File: src/rtl/load_store_unit.sv
// Load/store front end for a 64 x 32-bit single-cycle data memory.
// Handles byte/half/word accesses with lane extraction, sign/zero extension and sub-word read-modify-write.
module load_store_unit #(
    parameter int ADDR_WIDTH = 8
) (
    input  logic                  clk,
    input  logic                  rst_n,
    input  logic                  req_valid,
    output logic                  req_ready,
    input  logic                  req_write,
    input  logic [1:0]            req_size,
    input  logic                  req_signed,
    input  logic [ADDR_WIDTH-1:0] req_addr,
    input  logic [31:0]           req_wdata,
    output logic                  resp_valid,
    output logic                  resp_error,
    output logic [31:0]           resp_rdata,
    output logic                  mem_write,
    output logic [ADDR_WIDTH-3:0] mem_address,
    output logic [31:0]           mem_write_data,
    input  logic [31:0]           mem_read_data
);

    typedef enum logic [1:0] {IDLE, READ, WRITE, RESP} state_t;

    localparam logic [1:0] SZ_BYTE = 2'b00;
    localparam logic [1:0] SZ_HALF = 2'b01;
    localparam logic [1:0] SZ_WORD = 2'b10;

    state_t                state_q, state_d;
    logic                  write_q, write_d;
    logic [1:0]            size_q, size_d;
    logic                  signed_q, signed_d;
    logic [ADDR_WIDTH-1:0] addr_q, addr_d;
    logic [31:0]           wdata_q, wdata_d;
    logic [31:0]           mem_wdata_q, mem_wdata_d;
    logic [31:0]           rdata_q, rdata_d;
    logic                  resp_valid_q, resp_valid_d;
    logic                  resp_error_q, resp_error_d;
    logic                  req_err;

    function automatic logic [31:0] extract_lane(input logic [31:0] word, input logic [1:0] size,
                                                 input logic [1:0] off, input logic sext);
        logic [7:0]  b;
        logic [15:0] h;
        logic [31:0] r;
        case (off)
            2'd0:    b = word[7:0];
            2'd1:    b = word[15:8];
            2'd2:    b = word[23:16];
            default: b = word[31:24];
        endcase
        h = off[1] ? word[31:16] : word[15:0];
        case (size)
            SZ_BYTE: r = {{24{sext & b[7]}}, b};
            SZ_HALF: r = {{16{sext & h[15]}}, h};
            default: r = word;
        endcase
        return r;
    endfunction

    function automatic logic [31:0] merge_lane(input logic [31:0] word, input logic [31:0] wd,
                                               input logic [1:0] size, input logic [1:0] off);
        logic [31:0] r;
        r = word;
        if (size == SZ_BYTE) begin
            case (off)
                2'd0:    r[7:0]   = wd[7:0];
                2'd1:    r[15:8]  = wd[7:0];
                2'd2:    r[23:16] = wd[7:0];
                default: r[31:24] = wd[7:0];
            endcase
        end else if (size == SZ_HALF) begin
            if (off[1]) r[31:16] = wd[15:0];
            else        r[15:0]  = wd[15:0];
        end else begin
            r = wd;
        end
        return r;
    endfunction

    assign req_err = (req_size == 2'b11) ||
                     (req_size == SZ_HALF && req_addr[0]) ||
                     (req_size == SZ_WORD && req_addr[1:0] != 2'b00);

    always_comb begin
        state_d      = state_q;
        write_d      = write_q;
        size_d       = size_q;
        signed_d     = signed_q;
        addr_d       = addr_q;
        wdata_d      = wdata_q;
        mem_wdata_d  = mem_wdata_q;
        rdata_d      = rdata_q;
        resp_valid_d = 1'b0;
        resp_error_d = 1'b0;
        case (state_q)
            IDLE: begin
                if (req_valid) begin
                    write_d  = req_write;
                    size_d   = req_size;
                    signed_d = req_signed;
                    addr_d   = req_addr;
                    wdata_d  = req_wdata;
                    rdata_d  = 32'h0;
                    if (req_err) begin
                        state_d      = RESP;
                        resp_valid_d = 1'b1;
                        resp_error_d = 1'b1;
                    end else if (req_write && req_size == SZ_WORD) begin
                        state_d     = WRITE;
                        mem_wdata_d = req_wdata;
                    end else begin
                        state_d = READ;
                    end
                end
            end
            READ: begin
                // mem_read_data reflects the word at addr_q during this cycle
                if (write_q) begin
                    mem_wdata_d = merge_lane(mem_read_data, wdata_q, size_q, addr_q[1:0]);
                    state_d     = WRITE;
                end else begin
                    rdata_d      = extract_lane(mem_read_data, size_q, addr_q[1:0], signed_q);
                    state_d      = RESP;
                    resp_valid_d = 1'b1;
                end
            end
            WRITE: begin
                state_d      = RESP;
                resp_valid_d = 1'b1;
            end
            RESP: begin
                state_d = IDLE;
                rdata_d = 32'h0;
            end
            default: state_d = IDLE;
        endcase
    end

    always_ff @(posedge clk or negedge rst_n) begin
        if (!rst_n) begin
            state_q      <= IDLE;
            write_q      <= 1'b0;
            size_q       <= 2'b00;
            signed_q     <= 1'b0;
            addr_q       <= '0;
            wdata_q      <= 32'h0;
            mem_wdata_q  <= 32'h0;
            rdata_q      <= 32'h0;
            resp_valid_q <= 1'b0;
            resp_error_q <= 1'b0;
        end else begin
            state_q      <= state_d;
            write_q      <= write_d;
            size_q       <= size_d;
            signed_q     <= signed_d;
            addr_q       <= addr_d;
            wdata_q      <= wdata_d;
            mem_wdata_q  <= mem_wdata_d;
            rdata_q      <= rdata_d;
            resp_valid_q <= resp_valid_d;
            resp_error_q <= resp_error_d;
        end
    end

    // Strobe decoded from the state register so an async reset kills an in-flight write at once
    assign req_ready      = (state_q == IDLE);
    assign mem_write      = (state_q == WRITE);
    assign mem_address    = addr_q[ADDR_WIDTH-1:2];
    assign mem_write_data = mem_wdata_q;
    assign resp_valid     = resp_valid_q;
    assign resp_error     = resp_error_q;
    assign resp_rdata     = rdata_q;

endmodule

File: config.mk
export PLATFORM = sky130hd
export DESIGN_NAME = load_store_unit
export DESIGN_NICKNAME = d
export VERILOG_FILES = /design/src/rtl/load_store_unit.sv
export SDC_FILE = /design/constraint.sdc
export NUM_CORES = 1
export LEC_CHECK = 0
export CELL_PAD_IN_SITES_DETAIL_PLACEMENT = 1
export CELL_PAD_IN_SITES_GLOBAL_PLACEMENT = 1
export CORE_MARGIN = 1
export CORE_UTILIZATION = 36
export CTS_BUF_LIST = sky130_fd_sc_hd__clkbuf_4 sky130_fd_sc_hd__clkbuf_8
export DETAILED_ROUTE_END_ITERATION = 16
export GPL_TIMING_DRIVEN = 0
export PLACE_DENSITY_LB_ADDON = 0.1
export SETUP_SLACK_MARGIN = 0.02
export SYNTH_ARGS = -nofsm -noshare
export SYNTH_HDL_FRONTEND = slang
export SYNTH_SLANG_ARGS = --single-unit
File: constraint.sdc
create_clock -name clk -period 1.9 [get_ports clk]
set_clock_uncertainty 0.05 [all_clocks]
set_input_delay 0.38 -clock clk [delete_from_list [all_inputs] [get_ports clk]]
set_output_delay 0.38 -clock clk [all_outputs]
set_load 0.05 [all_outputs]
==> results by group <==
Status
  • Status: finished, violations left
  • Failing checks: setup timing

Logic synthesis
  • Synthesized area per cell: 10.3 µm²
  • Yosys cell types: 55
  • Synth Register Bits: 112
  • Async SR Flop Fraction: 1.00
  • EDFF count, synth: 0
  • Main flop type after synthesis: dfrtp_1
  • Mapped cell area: 6230 µm²
  • Gate count of the mapped netlist: 607
  • Net Count, Synth: 691
  • Seq/Total Area, Yosys: 0.450
  • Yosys warns: 0

Route
  • 1st-iter DRT viols: 225
  • Via density: 5.60
  • Number of remaining DRC errors: 0
  • Post-Route WL: 22700 µm
  • 1st-pass router iterations: 4
  • Post-route ant nets: 0
  • Routed len/inst: 22.4 µm
  • Vias post-DR: 5687

Cells and area
  • Finished Layout Cells: 1015
  • # fillers: 1874
  • Synth-to-Final Area Change: 39.7%
  • Diode count: 0
  • Layout cell share with drive strength beyond 1: 0.226
  • Layout Nets: 876

Critical path
  • Critical path cell sequence: inv_2 > ha_4 > buf_6 > nand2b_4 > o21ai_4 > buf_12 > nor2_4 > mux2_4
  • Worst Path Required: 2.12 ns
  • Critical Path AT: 2.16 ns
  • Critical Path End Type: flop
  • Worst Path Max Fanout: 6
  • Crit-path max cell delay: 0.40 ns
  • Setup crit start kind: flop
  • Worst reg2reg startpoint: state_q[1]
  • CP Buf/Inv Count: 3
  • Worst reg2reg path depth: 8
  • Reg-to-reg endpoint: mem_write_data[25]
  • CP Class: flop to flop
  • R2R Setup Slk: -0.03 ns
  • CP top delay family: flip-flops
  • Slowest CP cell: dfrtp_1

Flow run
  • Maxcap violations: 0

Floorplanning
  • IO Count: 153
  • Die Y: 134 µm
  • Initial Util: 0.372
  • Chip Width: 134 µm
  • Die area: 17800 µm²
  • Core area: 16800 µm²
  • FP Rows: 47

CTS
  • TritonCTS clock tree: yes
  • Inserted Clock Buffers: 9
  • Clock H-tree levels: 3
  • CTS Root Cell: clkbuf_8
  • Clk buf depth: 2
  • Clock transition at path regs: 0.10 ns
  • CTS Sinks: 112
  • Worst-Skew Late Latency: 0.38 ns

STA
  • Slew Viols, Final: 0
  • Hold Vio Cnt, Final: 0
  • Final Cycle Share: 1.02
  • Relative slew slack: 0.631
  • Post-route setup slack: -0.0320 ns
  • Minimum clock period: 1.93 ns
  • Setup violations, final: 2
  • Max Freq: 518 MHz
  • RSZ-0062 raised after global routing: yes
  • Least-Margin Pin Slew: 0.554 ns

Min path
  • Hold path startpoint: req_addr[1]
  • Hold Path Depth: 2
  • Hold Crit Class: primary input to flop
  • Worst hold path endpoint: addr_q[1]

GRT
  • Vias in the first global route: 5986
  • Pin count of the biggest net entering global routing: 61
  • Initial antenna violation count: 0
  • Grt ovf: 0
  • First-pass GRT wire length: 35100 µm
  • All-Layer GR Usage: 0.260

Power and ir drop
  • P_leak: 3.84 nW
  • Tot Pwr: 16.5 mW
  • Worst vdd ir: 0.000998 V
  • Pwr Density: 1900 nW/µm²

Place
  • Dpl cells: 980
  • Gp weighted congestion: 0.879
  • I/O Buffers: 152
  • DP Wirelength: 17200 µm
cells in the mapped netlist, types with 9 or more instances:
cell type / number / area, µm²
and3b_1: 9 / 78.8
o21ai_0: 53 / 265
dfrtp_1: 112 / 2800
clkbuf_1: 22 / 82.6
a21oi_1: 38 / 190
a211oi_1: 12 / 90.1
mux2i_1: 27 / 270
nand2_1: 23 / 86.3
a31oi_1: 16 / 100
nor3_1: 16 / 80.1
mux2_2: 46 / 518
nor2b_1: 19 / 119
o31ai_1: 10 / 75.1
nor2_1: 29 / 109
nand2b_1: 24 / 150
a221o_1: 16 / 160
buf_2: 18 / 90.1
flip-flops by register name, indices dropped and copies added (netlist names):
| register | count |
|---|---|
| addr_q | 8 |
| mem_write_data | 32 |
| resp_error | 1 |
| resp_rdata | 32 |
| resp_valid | 1 |
| signed_q | 1 |
| size_q | 2 |
| state_q | 2 |
| wdata_q | 32 |
| write_q | 1 |
worst max-delay path by stage:
stage	from	end	depth (start not counted)
2_1_floorplan	state_q[1]	resp_rdata[21]	7
3_3_place_gp	rst_n	mem_write_data[11]	1
3_5_place_dp	req_size[0]	mem_write_data[1]	6
4_1_cts	state_q[1]	resp_rdata[29]	7
5_1_grt	state_q[1]	mem_write_data[25]	8
6_report	state_q[1]	mem_write_data[25]	8
placed cells by master, fill, tap and decap left out, drive strengths merged, types with 7 or more instances in the layout:
cell           instances
nor2b                 19
nand2b                24
a221o                 16
clkbuf                31
and3b                  9
dlygate4sd2           77
and4                   8
nor3                  17
mux2                  46
a211oi                12
inv                   10
dfrtp                112
o31ai                 10
o221ai                 7
mux2i                 27
a31oi                 16
buf                   57
o21ai                 59
a21boi                 7
nor2                  31
nand2                 23
clkdlybuf4s50         71
a21oi                 39
worst register-to-register path: stages (launching register included):
cell      delay, ns
dfrtp_1        0.40
inv_2          0.09
ha_4           0.20
buf_6          0.14
nand2b_4       0.11
o21ai_4        0.10
buf_12         0.15
nor2_4         0.25
mux2_4         0.34
layout make-up:
cell class,instances,area (µm²),area share
multi-input cells,432,3330,0.383
flip-flops and latches,112,2810,0.322
inverters,10,40.0,0.00460
well taps,220,275,0.0316
plain buffers,52,379,0.0435
clock inverters,3,43.8,0.00503
clock buffers,11,145,0.0167
repair buffers,175,1690,0.194
cell families after synthesis:
group / share of synthesized area
compound gates: 0.229
simple gates: 0.131
flops: 0.450
mux: 0.127
buf+inv: 0.0536
fa+ha+maj: 0.0100
repair_timing:
item                                   CTS  global route
buffers inserted                        15             5
hold buffers                             1             0
endpoints found under the hold margin   52             0
resized for setup                      144            56
setup endpoints to repair              176            66
gates cloned                             0             2
pin swaps                                4             8
per-layer routing:
metal	vias up	global-route usage	share of wire
li1	2643	-	-
met5	-	0	0
met3	23	0.0350	0.046
met2	169	0.425	0.48
met1	2852	0.353	0.45
met4	0	0.0922	0.020
report_power, final:
group / leakage (nW) / internal, mW / switching [mW]
Combinational: 2.36 / 4.23 / 6.64
Clock: 0.0987 / 0.648 / 0.813
Sequential: 1.38 / 3.42 / 0.788
Total: 3.84 / 8.29 / 8.24
stage by stage:
| stage | worst slack [ns] | utilization | setup TNS (ns) | hold slack (ns) | cell area [µm²] |
|---|---|---|---|---|---|
| 2_1_floorplan | 0.0396 | - | 0 | 0.0344 | 6250 |
| 3_3_place_gp | -4.01 | 0.480 | -487.80 | 0.412 | 8050 |
| 3_5_place_dp | -0.724 | 0.482 | -43.87 | 0.317 | 8080 |
| 4_1_cts | 0.00662 | 0.507 | 0 | 0.405 | 8490 |
| 5_1_grt | -0.0795 | 0.519 | -0.323 | 0.425 | 8710 |
| 6_report | -0.0320 | 0.519 | -0.0487 | 0.424 | 8710 |
No activity file was read; power rests on OpenSTA's default activity.
